<file path="src/rtl/conv_pkg.sv">
//------------------------------------------------------------------------------
// Module : conv_pkg
// Brief  : Shared types and defaults for the convolution feeder and reduction tree.
// Rev    : 1.0
//------------------------------------------------------------------------------
`default_nettype none

package conv_pkg;

    localparam int DATA_WIDTH_DEFAULT = 16;
    localparam int KERNEL_DEFAULT     = 3;
    localparam int IMG_WIDTH_DEFAULT  = 8;
    localparam int KSQ                = KERNEL_DEFAULT * KERNEL_DEFAULT;

    typedef logic signed [DATA_WIDTH_DEFAULT-1:0] pixel_t;

    typedef enum logic [1:0] {
        TREE_OP_ADD = 2'b00,
        TREE_OP_SUB = 2'b01,
        TREE_OP_MAX = 2'b10,
        TREE_OP_MIN = 2'b11
    } tree_op_e;

endpackage

`default_nettype wire

</file>
<file path="src/rtl/conv_line_buffer.sv">
//------------------------------------------------------------------------------
// Module : conv_line_buffer
// Brief  : One image row of storage; read-before-write on a shared address.
// Rev    : 1.0
//------------------------------------------------------------------------------
`default_nettype none

module conv_line_buffer
    import conv_pkg::*;
#(
    parameter int DATA_WIDTH = DATA_WIDTH_DEFAULT,
    parameter int DEPTH      = IMG_WIDTH_DEFAULT,
    parameter int AW         = $clog2(DEPTH)
) (
    input  logic                         clk,
    input  logic                         i_we,
    input  logic [AW-1:0]                i_addr,
    input  logic signed [DATA_WIDTH-1:0] i_wdata,
    output logic signed [DATA_WIDTH-1:0] o_rdata
);

    logic signed [DATA_WIDTH-1:0] r_mem [0:DEPTH-1];

    // Row storage is deliberately not reset; contents are only used once refilled.
    always_ff @(posedge clk) begin
        if (i_we) begin
            r_mem[i_addr] <= i_wdata;
        end
    end

    assign o_rdata = r_mem[i_addr];

endmodule

`default_nettype wire

</file>
<file path="src/rtl/conv_window_feeder.sv">
//------------------------------------------------------------------------------
// Module : conv_window_feeder
// Brief  : Raster-order pixel stream to KERNEL x KERNEL interior windows.
// Rev    : 1.0
//------------------------------------------------------------------------------
`default_nettype none

module conv_window_feeder
    import conv_pkg::*;
#(
    parameter int DATA_WIDTH = DATA_WIDTH_DEFAULT,
    parameter int KERNEL     = KERNEL_DEFAULT,
    parameter int IMG_WIDTH  = IMG_WIDTH_DEFAULT
) (
    input  logic                         clk,
    input  logic                         rst_n,
    input  logic                         in_valid,
    output logic                         in_ready,
    input  logic signed [DATA_WIDTH-1:0] in_data,
    input  logic                         in_last,
    output logic                         out_valid,
    input  logic                         out_ready,
    output logic signed [DATA_WIDTH-1:0] window [0:KERNEL*KERNEL-1],
    output logic                         out_last
);

    localparam int C_CW  = (IMG_WIDTH > 1) ? $clog2(IMG_WIDTH) : 1;
    localparam int C_RW  = $clog2(KERNEL);
    localparam int C_KSQ = KERNEL * KERNEL;

    localparam logic [C_CW-1:0] C_COL_LAST = C_CW'(IMG_WIDTH - 1);
    localparam logic [C_CW-1:0] C_COL_EMIT = C_CW'(KERNEL - 1);
    localparam logic [C_RW-1:0] C_ROW_LAST = C_RW'(KERNEL - 1);

    logic [C_CW-1:0]              r_col;
    logic [C_RW-1:0]              r_row;
    logic                         w_accept;
    logic                         w_emit;
    logic signed [DATA_WIDTH-1:0] w_lb_rdata [0:KERNEL-2];
    logic signed [DATA_WIDTH-1:0] w_newcol   [0:KERNEL-1];
    logic signed [DATA_WIDTH-1:0] w_next_win [0:C_KSQ-1];
    logic signed [DATA_WIDTH-1:0] r_win      [0:C_KSQ-1];
    logic signed [DATA_WIDTH-1:0] r_window   [0:C_KSQ-1];
    logic                         r_out_valid;
    logic                         r_out_last;

    assign in_ready = rst_n && (!r_out_valid || out_ready);
    assign w_accept = in_valid && in_ready;
    assign w_emit   = w_accept && (r_row == C_ROW_LAST) && (r_col >= C_COL_EMIT);

    // Line buffers form a vertical shift chain: LB[0] holds the previous row.
    for (genvar j = 0; j < KERNEL - 1; j++) begin : g_lb
        logic signed [DATA_WIDTH-1:0] w_wdata;
        if (j == 0) begin : g_head
            assign w_wdata = in_data;
        end else begin : g_link
            assign w_wdata = w_lb_rdata[j-1];
        end
        conv_line_buffer #(
            .DATA_WIDTH (DATA_WIDTH),
            .DEPTH      (IMG_WIDTH),
            .AW         (C_CW)
        ) u_lb (
            .clk     (clk),
            .i_we    (w_accept),
            .i_addr  (r_col),
            .i_wdata (w_wdata),
            .o_rdata (w_lb_rdata[j])
        );
    end

    for (genvar r = 0; r < KERNEL; r++) begin : g_newcol
        if (r < KERNEL - 1) begin : g_buf
            assign w_newcol[r] = w_lb_rdata[KERNEL-2-r];
        end else begin : g_pix
            assign w_newcol[r] = in_data;
        end
    end

    // Window after this accept: every row shifts left, new column enters on the right.
    for (genvar r = 0; r < KERNEL; r++) begin : g_row
        for (genvar c = 0; c < KERNEL; c++) begin : g_col
            if (c < KERNEL - 1) begin : g_shift
                assign w_next_win[r*KERNEL+c] = r_win[r*KERNEL+c+1];
            end else begin : g_enter
                assign w_next_win[r*KERNEL+c] = w_newcol[r];
            end
        end
    end

    always_ff @(posedge clk or negedge rst_n) begin
        if (!rst_n) begin
            r_col <= '0;
            r_row <= '0;
            r_win <= '{default: '0};
        end else if (w_accept) begin
            r_win <= w_next_win;
            if (in_last) begin
                r_col <= '0;
                r_row <= '0;
            end else if (r_col == C_COL_LAST) begin
                r_col <= '0;
                if (r_row != C_ROW_LAST) begin
                    r_row <= r_row + C_RW'(1);
                end
            end else begin
                r_col <= r_col + C_CW'(1);
            end
        end
    end

    always_ff @(posedge clk or negedge rst_n) begin
        if (!rst_n) begin
            r_out_valid <= 1'b0;
            r_out_last  <= 1'b0;
            r_window    <= '{default: '0};
        end else if (w_emit) begin
            r_out_valid <= 1'b1;
            r_out_last  <= in_last;
            r_window    <= w_next_win;
        end else if (out_ready) begin
            r_out_valid <= 1'b0;
        end
    end

    assign out_valid = r_out_valid;
    assign out_last  = r_out_last;
    assign window    = r_window;

endmodule

`default_nettype wire
</file>
<file path="config.mk">
export PLATFORM = sky130hd
export DESIGN_NAME = conv_window_feeder
export DESIGN_NICKNAME = d
export VERILOG_FILES = /design/src/rtl/conv_pkg.sv /design/src/rtl/conv_line_buffer.sv /design/src/rtl/conv_window_feeder.sv
export SDC_FILE = /design/constraint.sdc
export NUM_CORES = 1
export LEC_CHECK = 0
export BUFFER_PORTS_ARGS = -buffer_cell sky130_fd_sc_hd__buf_2
export CORE_MARGIN = 1.5
export CORE_UTILIZATION = 40
export CTS_BUF_LIST = sky130_fd_sc_hd__clkbuf_8
export DETAILED_ROUTE_END_ITERATION = 10
export HOLD_SLACK_MARGIN = 0.05
export PLACE_DENSITY = 0.65
export SETUP_SLACK_MARGIN = 0.02
export SLEW_MARGIN = 25
export SYNTH_ARGS = -nofsm -noshare
export SYNTH_HDL_FRONTEND = slang
export SYNTH_SLANG_ARGS = --single-unit
export TNS_END_PERCENT = 50
</file>
<file path="constraint.sdc">
create_clock -name clk -period 6.15 [get_ports clk]
set_input_delay 0.9225 -clock clk [delete_from_list [all_inputs] [get_ports clk]]
set_output_delay 0.9225 -clock clk [all_outputs]
set_load 0.02 [all_outputs]
</file>
After elaboration in Yosys (flattened, before gate mapping):

Memory sizes are Yosys's and may differ from the RTL's.
Index checks and enable logic that the tools add are counted.

* register bits: 247
* latch bits: 0
* RAM bits: 256
* ROM bits: 0
* input port bits: 21
* output and inout port bits: 147
* memories: 2

* add/subtract/negate cells: 2
* multipliers: 0
* div/mod/pow operators: 0
* magnitude comparators: 1
* equality and inequality tests: 3
* shifts and indexed selects: 0
* mux-type cells: 9
* bitwise logic cells: 0
* reduce and logical (&&, ||, !) cells: 10

Memories
* g_lb[0].u_lb.r_mem: depth 8, width 16, read ports 1, clocked after Yosys merged registers in 0, write ports 1, RTL line conv_line_buffer.sv:22 `logic signed [DATA_WIDTH-1:0] r_mem [0:DEPTH-1];`
* g_lb[1].u_lb.r_mem: depth 8, width 16, read ports 1, clocked after Yosys merged registers in 0, write ports 1, RTL line conv_line_buffer.sv:22

Operators by type and width (number)
* two-way mux 2 bit: 3
* two-way mux 3 bit: 2
* nonzero test 2 bit: 3
* logical AND 1 bit: 4
* two-way mux 1 bit: 4
* adder 3 x 1 -> 3 bit, second input constant: 1
* equality test 3 bit, second input constant: 1
* >= comparator 3 x 2 -> 1 bit, second input constant: 1
* AND reduction 3 bit: 1
* adder 2 x 1 -> 2 bit, second input constant: 1
* equality test 2 bit, second input constant: 1
* inequality test 2 bit, second input constant: 1
* zero test 1 bit: 1
* logical OR 1 bit: 1

Longest topological paths before layout:

Gate-level depths: netlist of the first run.

* depth after elaboration: 7
* gate-level depth with buffers: 9

Cells and area by module:

From an unflattened synthesis of the first run, not the netlist that was laid out.

* cell total of the unflattened synthesis: 989
* area, all modules: 19267.2 µm²

By module, submodules not included
* conv_line_buffer: times used 2, cells an instance 222, area each 4972.3 µm²
* conv_window_feeder: times used 1, cells an instance 545, area each 9322.7 µm²

Worst setup path before layout of the first run:

OpenSTA, ideal clock, no wires.

* path kind: input to register
* start: input port out_ready
* end: memory g_lb[0].u_lb.r_mem[0][0] (netlist bit) (enable)
* library setup time: 501 ps
* arrival time: 4623 ps
* required time: 5649 ps
* path slack: 1026 ps
* cell stages on the path: 4
* path buffers: 1
* cells stage by stage: nand2b_1 -> nand3_1 -> clkbuf_1 -> nor4_1

* cells in the longest elaborated chain, start to end: 5

Ends and longest elaborated chain
* start, declared: RTL line conv_window_feeder.sv:22 `input logic out_ready,`
* logical OR 1 bit: RTL line conv_window_feeder.sv:47 `assign in_ready = rst_n && (!r_out_valid || out_ready);`
* logical AND 1 bit: RTL line conv_window_feeder.sv:47
* logical AND 1 bit: RTL line conv_window_feeder.sv:48 `assign w_accept = in_valid && in_ready;`
* two-way mux 1 bit: RTL line conv_line_buffer.sv:26 `if (i_we) begin`
* two-way mux 1 bit (not written as such): RTL line conv_line_buffer.sv:27 `r_mem[i_addr] <= i_wdata;`
* end, declared: RTL line conv_line_buffer.sv:22

No other way between the ends.

Final worst setup path of the first run:

* start: register r_col[0]
* end: register r_window, in the netlist window[0]

* cells in the longest elaborated chain, start to end: 2

Ends and longest elaborated chain
* start, declared: RTL line conv_window_feeder.sv:35 `logic [C_CW-1:0] r_col;`
* start signal, assigned: RTL line conv_window_feeder.sv:107 `r_col <= r_col + C_CW'(1);`
* >= comparator 3 x 2 -> 1 bit: RTL line conv_window_feeder.sv:49 `assign w_emit = w_accept && (r_row == C_ROW_LAST) && (r_col >= C_COL_EMIT);`
* logical AND 1 bit: RTL line conv_window_feeder.sv:49
* end signal, assigned: RTL line conv_window_feeder.sv:120 `r_window <= w_next_win;`
* end, declared: RTL line conv_window_feeder.sv:43 `logic signed [DATA_WIDTH-1:0] r_window [0:C_KSQ-1];`

No other way between the ends.
A chain may end at the register's enable or synchronous reset.

==> results of run 1 <==
==> worst paths after layout <==
check / start / end / slack [ps]
max: r_col[0]$_DFFE_PN0P_ / window[0]$_DFFE_PN0P_ / 2620
min: rst_n / window[7]$_DFFE_PN0P_ / 190
max reg2reg: r_col[0]$_DFFE_PN0P_ / window[0]$_DFFE_PN0P_ / 2620
min reg2reg: r_win[27]$_DFFE_PN0P_ / r_win[27]$_DFFE_PN0P_ / 470
max in group asynchronous: rst_n / r_win[79]$_DFFE_PN0P_ / 4010
min in group clk: r_win[27]$_DFFE_PN0P_ / r_win[27]$_DFFE_PN0P_ / 470
==> layout make-up <==
class	instances	area, sq um	share of cell area
clock inverters	53	312	0.0139
flip-flops and latches	503	13900	0.619
clock buffers	98	1350	0.0602
multi-input cells	573	4940	0.220
well taps	615	769	0.0343
inverters	17	63.8	0.00285
repair buffers	192	1110	0.0497
==> layer usage <==
metal | vias to the layer above | track usage | part of all wire
li1 | 4625 | - | -
met1 | 5171 | 0.225 | 0.44
met2 | 262 | 0.267 | 0.48
met3 | 83 | 0.0364 | 0.050
met4 | 0 | 0.0639 | 0.027
met5 | - | 0 | 0
==> worst register-to-register path: stages (launching register included) <==
cell     delay, ps
dfrtp_1        660
inv_2          300
buf_4          390
ha_1           280
o31a_1         270
nand4_4        110
buf_12         390
buf_16         420
mux2_2         570
==> cells in the mapped netlist (all sizes together) <==
cell | instances | area [sq um]
edfxtp | 256 | 7690
nor2 | 5 | 18.8
nor3b | 1 | 7.51
buf | 36 | 310
o221ai | 1 | 15.0
nand2b | 5 | 31.3
o31a | 1 | 8.76
nor4 | 1 | 6.26
ha | 4 | 50.1
nand3 | 1 | 5.00
o31ai | 1 | 7.51
or4 | 1 | 7.51
nor2b | 2 | 12.5
nor3 | 4 | 20.0
mux4 | 62 | 1400
o21ai | 66 | 330
mux2i | 32 | 320
a211oi | 1 | 7.51
a211o | 1 | 8.76
a31oi | 1 | 6.26
a22oi | 1 | 7.51
dfrtp | 247 | 6180
and3 | 1 | 6.26
mux2 | 115 | 1590
o22ai | 1 | 6.26
and2 | 2 | 12.5
nand4 | 1 | 12.5
clkbuf | 25 | 93.8
a21oi | 2 | 10.0
inv | 17 | 63.8
nand2 | 260 | 976
==> power breakdown <==
part           total [uW]  leakage (uW)  switching (uW)  internal [uW]
logic                1880       0.00351            1100            776
clock network        2890      0.000947            1310           1580
registers            4450       0.00556             328           4120
==> through the flow <==
stage	utilization	hold slack [ps]	setup slack, ps	area [sq um]
floorplan	-	439	1030	19200
global placement	0.435	451	2700	20700
detailed placement	0.435	455	2650	20700
CTS	0.470	165	2620	22400
global route	0.472	201	2460	22400
finish	0.472	190	2620	22400
==> flip-flops by register name, indices dropped and copies added, names as in the netlist <==
name	count
g_lb.u_lb.r_mem	256
out_last	1
out_valid	1
r_col	3
r_row	2
r_win	96
window	144
==> logic make-up (layout without fill, tap and decap cells) <==
group / Yosys count / after routing / share of synthesized area
flops: 503 / 503 / 0.722
simple gates: 284 / 284 / 0.0581
mux: 209 / 209 / 0.172
buf+inv: 78 / 360 / 0.0243
compound gates: 76 / 76 / 0.0212
fa+ha+maj: 4 / 4 / 0.00260
==> results.json, run 1 <==
{
  "outcome": "finished clean",
  "critPathMaxStageDelay_ps": 660,
  "ioPinCount": 168,
  "antenna_left": 0,
  "setup_viol": 0,
  "overflow": 0,
  "syn_nets": 1179,
  "cts_buffers": 84,
  "crit_family": "buffers and inverters",
  "reg2reg_depth": 8,
  "final_cell_mix": "260 x nand2_1, 256 x edfxtp_1, 245 x dfrtp_1",
  "first_global_vias": 10600,
  "nFillCells": 4079,
  "yosysSeqAreaShare": 0.722,
  "h-tree-depth": 3,
  "startpoint_type": "flip-flop",
  "fmax_ghz": 0.283,
  "grt_usage": 0.167,
  "maxCapViolCount": 0,
  "holdBufCountCts": 0,
  "first_pass_iters": 5,
  "via_count": 10100,
  "p_leak_uw": 0.0100,
  "worst_ep_arrival_time_ps": 4050,
  "gp_congestion": 0.731,
  "wire_per_inst_um": 19.7,
  "finalNonFillerCells": 2051,
  "cp_num_cells": 8,
  "die_h_um": 222,
  "worst_slew_pin_slew_ps": 1080,
  "timing.final.crit_share": 0.575,
  "die_w_um": 222,
  "synth.distinct_cells": 39,
  "initial_utilization": 0.404,
  "power_density_nw_per_um2": 411,
  "cts_resized": 0,
  "grt_max_degree": 178,
  "diodes": 0,
  "vdd.ir_drop.worst_v": 0.000273,
  "postSynthAreaPerCell_sq_um": 16.7,
  "areaGrowthSynthToFinish_pct": 16.7,
  "drive_above_1_share": 0.341,
  "slew_violations": 0,
  "clk_pin_slew_ps": 60,
  "cts_root_buf": "clkbuf_8",
  "cts_tree": "built",
  "path_buf_inv": 4,
  "placed_cells": 1898,
  "vias_per_cell": 4.94,
  "grt_pass1_wl_mm": 62.7,
  "hold_viol_final": 0,
  "netlist_area_sq_um": 19200,
  "holdCritPathClass": "in2async",
  "antenna_found_initial": 1,
  "num_rows": 80,
  "core_sq_um": 47500,
  "clk_latency_ps": 660,
  "hpwl_mm": 24.3,
  "clockBufferDepth": 3,
  "tns_ps": 0,
  "crit_slowest_cell": "dfrtp_1",
  "crit_path_cell_trace": "inv_2, buf_4, ha_1, o31a_1, nand4_4, buf_12, buf_16, mux2_2",
  "syn-instance-count": 1154,
  "drc": 0,
  "cp_data_required_time_ps": 6660,
  "drt_iter0_drc": 894,
  "die_area_sq_um": 49400,
  "cts_setup_buffers": 0,
  "end_kind": "flip-flop",
  "wl_mm": 40.4,
  "port_buffers": 167,
  "final_common_cell": "nand2_1",
  "cts_sinks": 503,
  "total_power_uw": 9210,
  "crit_type": "reg2reg",
  "nNetsFinal": 1396,
  "ys_warn_count": 0,
  "finalClockSkew_ps": 36.8,
  "path_max_fanout": 94,
  "period_needed_ps": 3530,
  "rsz0062_at_grt": "no",
  "relSlewSlack": 0.259,
  "ys_seq_elements": 503
}
Power figures use the tool's default switching activity.
==> run 2: changes to the inputs <==
Settings changed: PLACE_DENSITY 0.65 to 0.67.
Clock period 6.15 ns to 2.9 ns, I/O delays scaled along.
==> results.json, run 2 (synthesis results as in run 1) <==
{
  "overflow": 0,
  "holdCritPathClass": "in2reg",
  "die_area_sq_um": 49400,
  "wl_mm": 41.2,
  "maxCapViolCount": 0,
  "final_util": 0.479,
  "ioPinCount": 168,
  "die_h_um": 222,
  "hold_viol_final": 0,
  "via_count": 10400,
  "first_global_vias": 10600,
  "drt_iter0_drc": 821,
  "tns_ps": 0,
  "final_area_sq_um": 22800,
  "use_met2": 0.266,
  "drive_above_1_share": 0.351,
  "startpoint": "r_col[2]$_DFFE_PN0P_",
  "fmax_ghz": 0.434,
  "cp_common_cell": "buf_4",
  "power_density_nw_per_um2": 865,
  "pwr-share-comb": 0.209,
  "top_register": "g_lb.u_lb.r_mem",
  "cp_data_required_time_ps": 3430,
  "grt_pass1_wl_mm": 63.7,
  "hold_path_startpoint": "in_data[11]",
  "cts_tree": "built",
  "vdd.ir_drop.worst_v": 0.000315,
  "port_buffers": 167,
  "grt_max_degree": 126,
  "areaGrowthSynthToFinish_pct": 18.4,
  "cts_sinks": 503,
  "clk_latency_ps": 660,
  "r2r_setup_slack_ps": 600,
  "swShare": 0.299,
  "seqPwrFrac": 0.479,
  "reg2reg_depth": 5,
  "relSlewSlack": 0.428,
  "gp_congestion": 0.766,
  "clk_pin_slew_ps": 60,
  "cts_buffers": 84,
  "grt_usage": 0.170,
  "drc": 0,
  "post-place-ws_ps": 557,
  "hpwl_mm": 26.0,
  "h-tree-depth": 3,
  "outcome": "finished clean",
  "crit_type": "reg2reg",
  "r2r_end": "r_win[101]$_DFFE_PN0P_",
  "setup_slack_ps": 597,
  "wire_per_inst_um": 19.7,
  "num_rows": 80,
  "hold_depth": 3,
  "grt_util_met3": 0.0345,
  "timing.final.crit_share": 0.794,
  "slew_violations": 0,
  "antenna_left": 0,
  "vias_per_cell": 4.96,
  "startpoint_type": "flip-flop",
  "clock_power_share": 0.313,
  "rsz0062_at_grt": "no",
  "end_kind": "flip-flop",
  "cts_resized": 0,
  "final_cell_mix": "260 x nand2_1, 256 x edfxtp_1, 245 x dfrtp_1",
  "cts_root_buf": "clkbuf_8",
  "crit_slowest_cell": "dfrtp_2",
  "path_max_fanout": 31,
  "r2r_start": "r_col[2]$_DFFE_PN0P_",
  "cts_setup_buffers": 0,
  "min_to": "r_win[11]$_DFFE_PN0P_",
  "initial_utilization": 0.404,
  "die_w_um": 222,
  "setup_viol": 0,
  "internal_power_uw": 13800,
  "worst_ep_arrival_time_ps": 2830,
  "holdBufCountCts": 2,
  "busiest_layer": "met2",
  "largest_reg_flops": 256,
  "core_sq_um": 47500,
  "period_needed_ps": 2300,
  "crit_path_cell_trace": "buf_4, buf_4, mux4_2, mux2i_1, o21ai_1",
  "worst_slew_pin_slew_ps": 857,
  "antenna_found_initial": 1,
  "critPathMaxStageDelay_ps": 840,
  "nFillCells": 4002,
  "nNetsFinal": 1430,
  "first_pass_iters": 5,
  "p_leak_uw": 0.0102,
  "use_met1": 0.236,
  "finalClockSkew_ps": 43.4,
  "placed_area_sq_um": 21000,
  "final_common_cell": "nand2_1",
  "power.switching_uw": 5890,
  "clockBufferDepth": 3
}
[run 2: cell type report]
cell class / count / area, sq um / share of cell area
repair buffers: 226 / 1410 / 0.0618
inverters: 17 / 63.8 / 0.00280
flip-flops and latches: 503 / 13900 / 0.610
clock buffers: 96 / 1320 / 0.0581
multi-input cells: 573 / 4950 / 0.218
well taps: 615 / 769 / 0.0338
clock inverters: 58 / 364 / 0.0160
diodes: 1 / 2.50 / 0.000110
[run 2: worst max-delay path by stage]
stage / to / slack, ps / cells past startpoint
after floorplan: g_lb[0].u_lb.r_mem[2][0]$_DFFE_PP_ / -910 / 4
after global placement: r_win[101]$_DFFE_PN0P_ / 590 / 5
after detailed placement: r_win[101]$_DFFE_PN0P_ / 560 / 5
after CTS: r_win[101]$_DFFE_PN0P_ / 560 / 5
after global routing: window[101]$_DFFE_PN0P_ / 470 / 5
final: r_win[101]$_DFFE_PN0P_ / 600 / 5
[run 2: worst max-delay path: cells and delay by family (launching register included)]
family | cells | cell delay [ps]
flops | 1 | 840
buf+inv | 2 | 640
mux | 2 | 610
compound gates | 1 | 100
[run 2: through the flow]
stage / instances / hold slack [ps] / total power, uW
6_report: 2089 / 102 / 19700
5_1_grt: 2088 / 76.3 / 20600
4_1_cts: 2088 / 53.7 / 19900
3_5_place_dp: 1932 / 257 / 13700
3_3_place_gp: 1932 / 255 / 13600
2_1_floorplan: 1154 / 139 / 12000
[run 2: power groups by stage]
stage	logic, uW	registers (uW)	clock network [uW]
2_1_floorplan	1860	10200	0
3_3_place_gp	4090	9510	0
3_5_place_dp	4160	9560	0
4_1_cts	4170	9430	6320
5_1_grt	4430	9550	6610
6_report	4110	9420	6150
[run 2: layer usage]
layer	up-vias	share of wire
met4	0	0.028
met2	303	0.47
li1	4697	-
met5	-	0
met1	5289	0.45
met3	64	0.055
==> run 3: changes to the inputs <==
Clock period 2.9 ns to 2 ns, I/O delays scaled along.
==> results.json, run 3 (synthesis results as in run 1) <==
{
  "outcome": "complete, but fails checks",
  "violations": "hold timing, setup timing",
  "first_pass_iters": 5,
  "clock_power_share": 0.304,
  "drt_iter0_drc": 782,
  "ioPinCount": 168,
  "slew_violations": 0,
  "crit_type": "reg2reg",
  "period_needed_ps": 2000,
  "wl_met1_mm": 18.6,
  "reg2reg_depth": 7,
  "largest_reg_flops": 256,
  "hold_viol_final": 247,
  "final_area_sq_um": 23900,
  "nFillCells": 3867,
  "holdBufCountCts": 18,
  "cts_tree": "built",
  "r2r_start": "r_col[1]$_DFFE_PN0P_",
  "r2r_end": "window[82]$_DFFE_PN0P_",
  "power_density_nw_per_um2": 1220,
  "post-place-ws_ps": -33.7,
  "clk_pin_slew_ps": 60,
  "hpwl_mm": 25.6,
  "die_area_sq_um": 49400,
  "end_kind": "flip-flop",
  "vias_per_cell": 4.89,
  "internal_power_uw": 20500,
  "clockBufferDepth": 3,
  "dr.max_layer_used": "met5",
  "holdCritPathClass": "in2async",
  "wl_met3_mm": 2.02,
  "wl_met2_mm": 20.3,
  "startpoint_type": "flip-flop",
  "swShare": 0.294,
  "fmax_ghz": 0.499,
  "timing.final.crit_share": 1.00,
  "total_power_uw": 29100,
  "final_cell_mix": "259 x nand2_1, 256 x edfxtp_1, 244 x dfrtp_1",
  "grt_usage": 0.171,
  "num_rows": 80,
  "pwr-share-comb": 0.227,
  "setup_slack_ps": -4.00,
  "cts_buffers": 84,
  "wire_per_inst_um": 19.6,
  "die_w_um": 222,
  "overflow": 0,
  "cts_root_buf": "clkbuf_8",
  "cp_data_required_time_ps": 2520,
  "setup_viol": 5,
  "gp_congestion": 0.764,
  "r2r_setup_slack_ps": -4,
  "top_register": "g_lb.u_lb.r_mem",
  "port_buffers": 167,
  "core_sq_um": 47500,
  "maxCapViolCount": 0,
  "relSlewSlack": 0.504,
  "diodes": 0,
  "initial_utilization": 0.404,
  "final_common_cell": "nand2_1",
  "antenna_found_initial": 1,
  "seqPwrFrac": 0.469,
  "path_max_fanout": 13,
  "nNetsFinal": 1490,
  "die_h_um": 222,
  "first_global_vias": 10700,
  "areaGrowthSynthToFinish_pct": 24.3,
  "clk_latency_ps": 650,
  "power.switching_uw": 8560,
  "grt_pass1_wl_mm": 64.0,
  "via_count": 10500,
  "finalClockSkew_ps": 31.8,
  "h-tree-depth": 3,
  "vdd.ir_drop.worst_v": 0.000550,
  "antenna_left": 0,
  "rsz0062_at_grt": "yes",
  "tns_ps": -11.3,
  "grt_max_degree": 133,
  "worst_ep_arrival_time_ps": 2520,
  "worst_slew_pin_slew_ps": 745,
  "cts_sinks": 503,
  "p_leak_uw": 0.0108,
  "placed_area_sq_um": 21600,
  "holdWs_ps": -553,
  "drive_above_1_share": 0.384,
  "wl_mm": 42.0,
  "drc": 0
}
-- run 3: critical path, cell delays in order, from the launching register on --
cell     delay (ps)
dfrtp_4         530
buf_12          170
o31a_1          340
nand4_4         150
buf_6           140
buf_16          120
buf_8           120
mux2_4          300
-- run 3: per-stage QoR --
stage,util,instances
2_1_floorplan,-,1154
3_3_place_gp,0.453,1961
3_5_place_dp,0.453,1961
4_1_cts,0.497,2143
5_1_grt,0.502,2149
6_report,0.502,2149
-- run 3: what timing repair did --
item | 4_1_cts | 5_1_grt
endpoints found under the hold margin | 407 | 247
setup buffers | 6 | 2
gates resized for setup | 25 | 37
setup endpoints to repair | 127 | 212
pin swaps | 2 | 1
gates cloned | 3 | 4
-- run 3: how the worst max path moves through the flow --
stage	start	end	slack, ps	depth (start not counted)
floorplan	out_valid$_DFFE_PN0P_	g_lb[0].u_lb.r_mem[0][0]$_DFFE_PP_	-420	4
finish	r_col[1]$_DFFE_PN0P_	window[82]$_DFFE_PN0P_	-4	7
global route	r_col[1]$_DFFE_PN0P_	g_lb[1].u_lb.r_mem[7][13]$_DFFE_PP_	-70	6
global placement	r_col[1]$_DFFE_PN0P_	window[79]$_DFFE_PN0P_	-6	5
detailed placement	r_col[1]$_DFFE_PN0P_	window[95]$_DFFE_PN0P_	-30	5
CTS	r_col[1]$_DFFE_PN0P_	g_lb[1].u_lb.r_mem[7][13]$_DFFE_PP_	-40	6
-- run 3: power by group through the flow --
stage / clock, uW / sequential [uW] / combinational [uW]
5_1_grt: 9520 / 13800 / 7100
2_1_floorplan: 0 / 14800 / 2770
3_3_place_gp: 0 / 13800 / 6270
3_5_place_dp: 0 / 13800 / 6390
6_report: 8850 / 13600 / 6620
4_1_cts: 9110 / 13600 / 6520
-- run 3: metal layers --
metal / up-vias / global-route usage
met4: 2 / 0.0650
met3: 77 / 0.0324
met1: 5308 / 0.231
met5: - / 0
li1: 4829 / -
met2: 286 / 0.277
-- run 3: cell type report --
type,count,area [sq um],area share
sequential,503,13900,0.581
multi-input combinational,573,5170,0.216
timing repair buffer,286,2320,0.0972
clock buffer,102,1400,0.0588
tap,615,769,0.0322
clock inverter,53,280,0.0117
inverter,17,66.3,0.00278
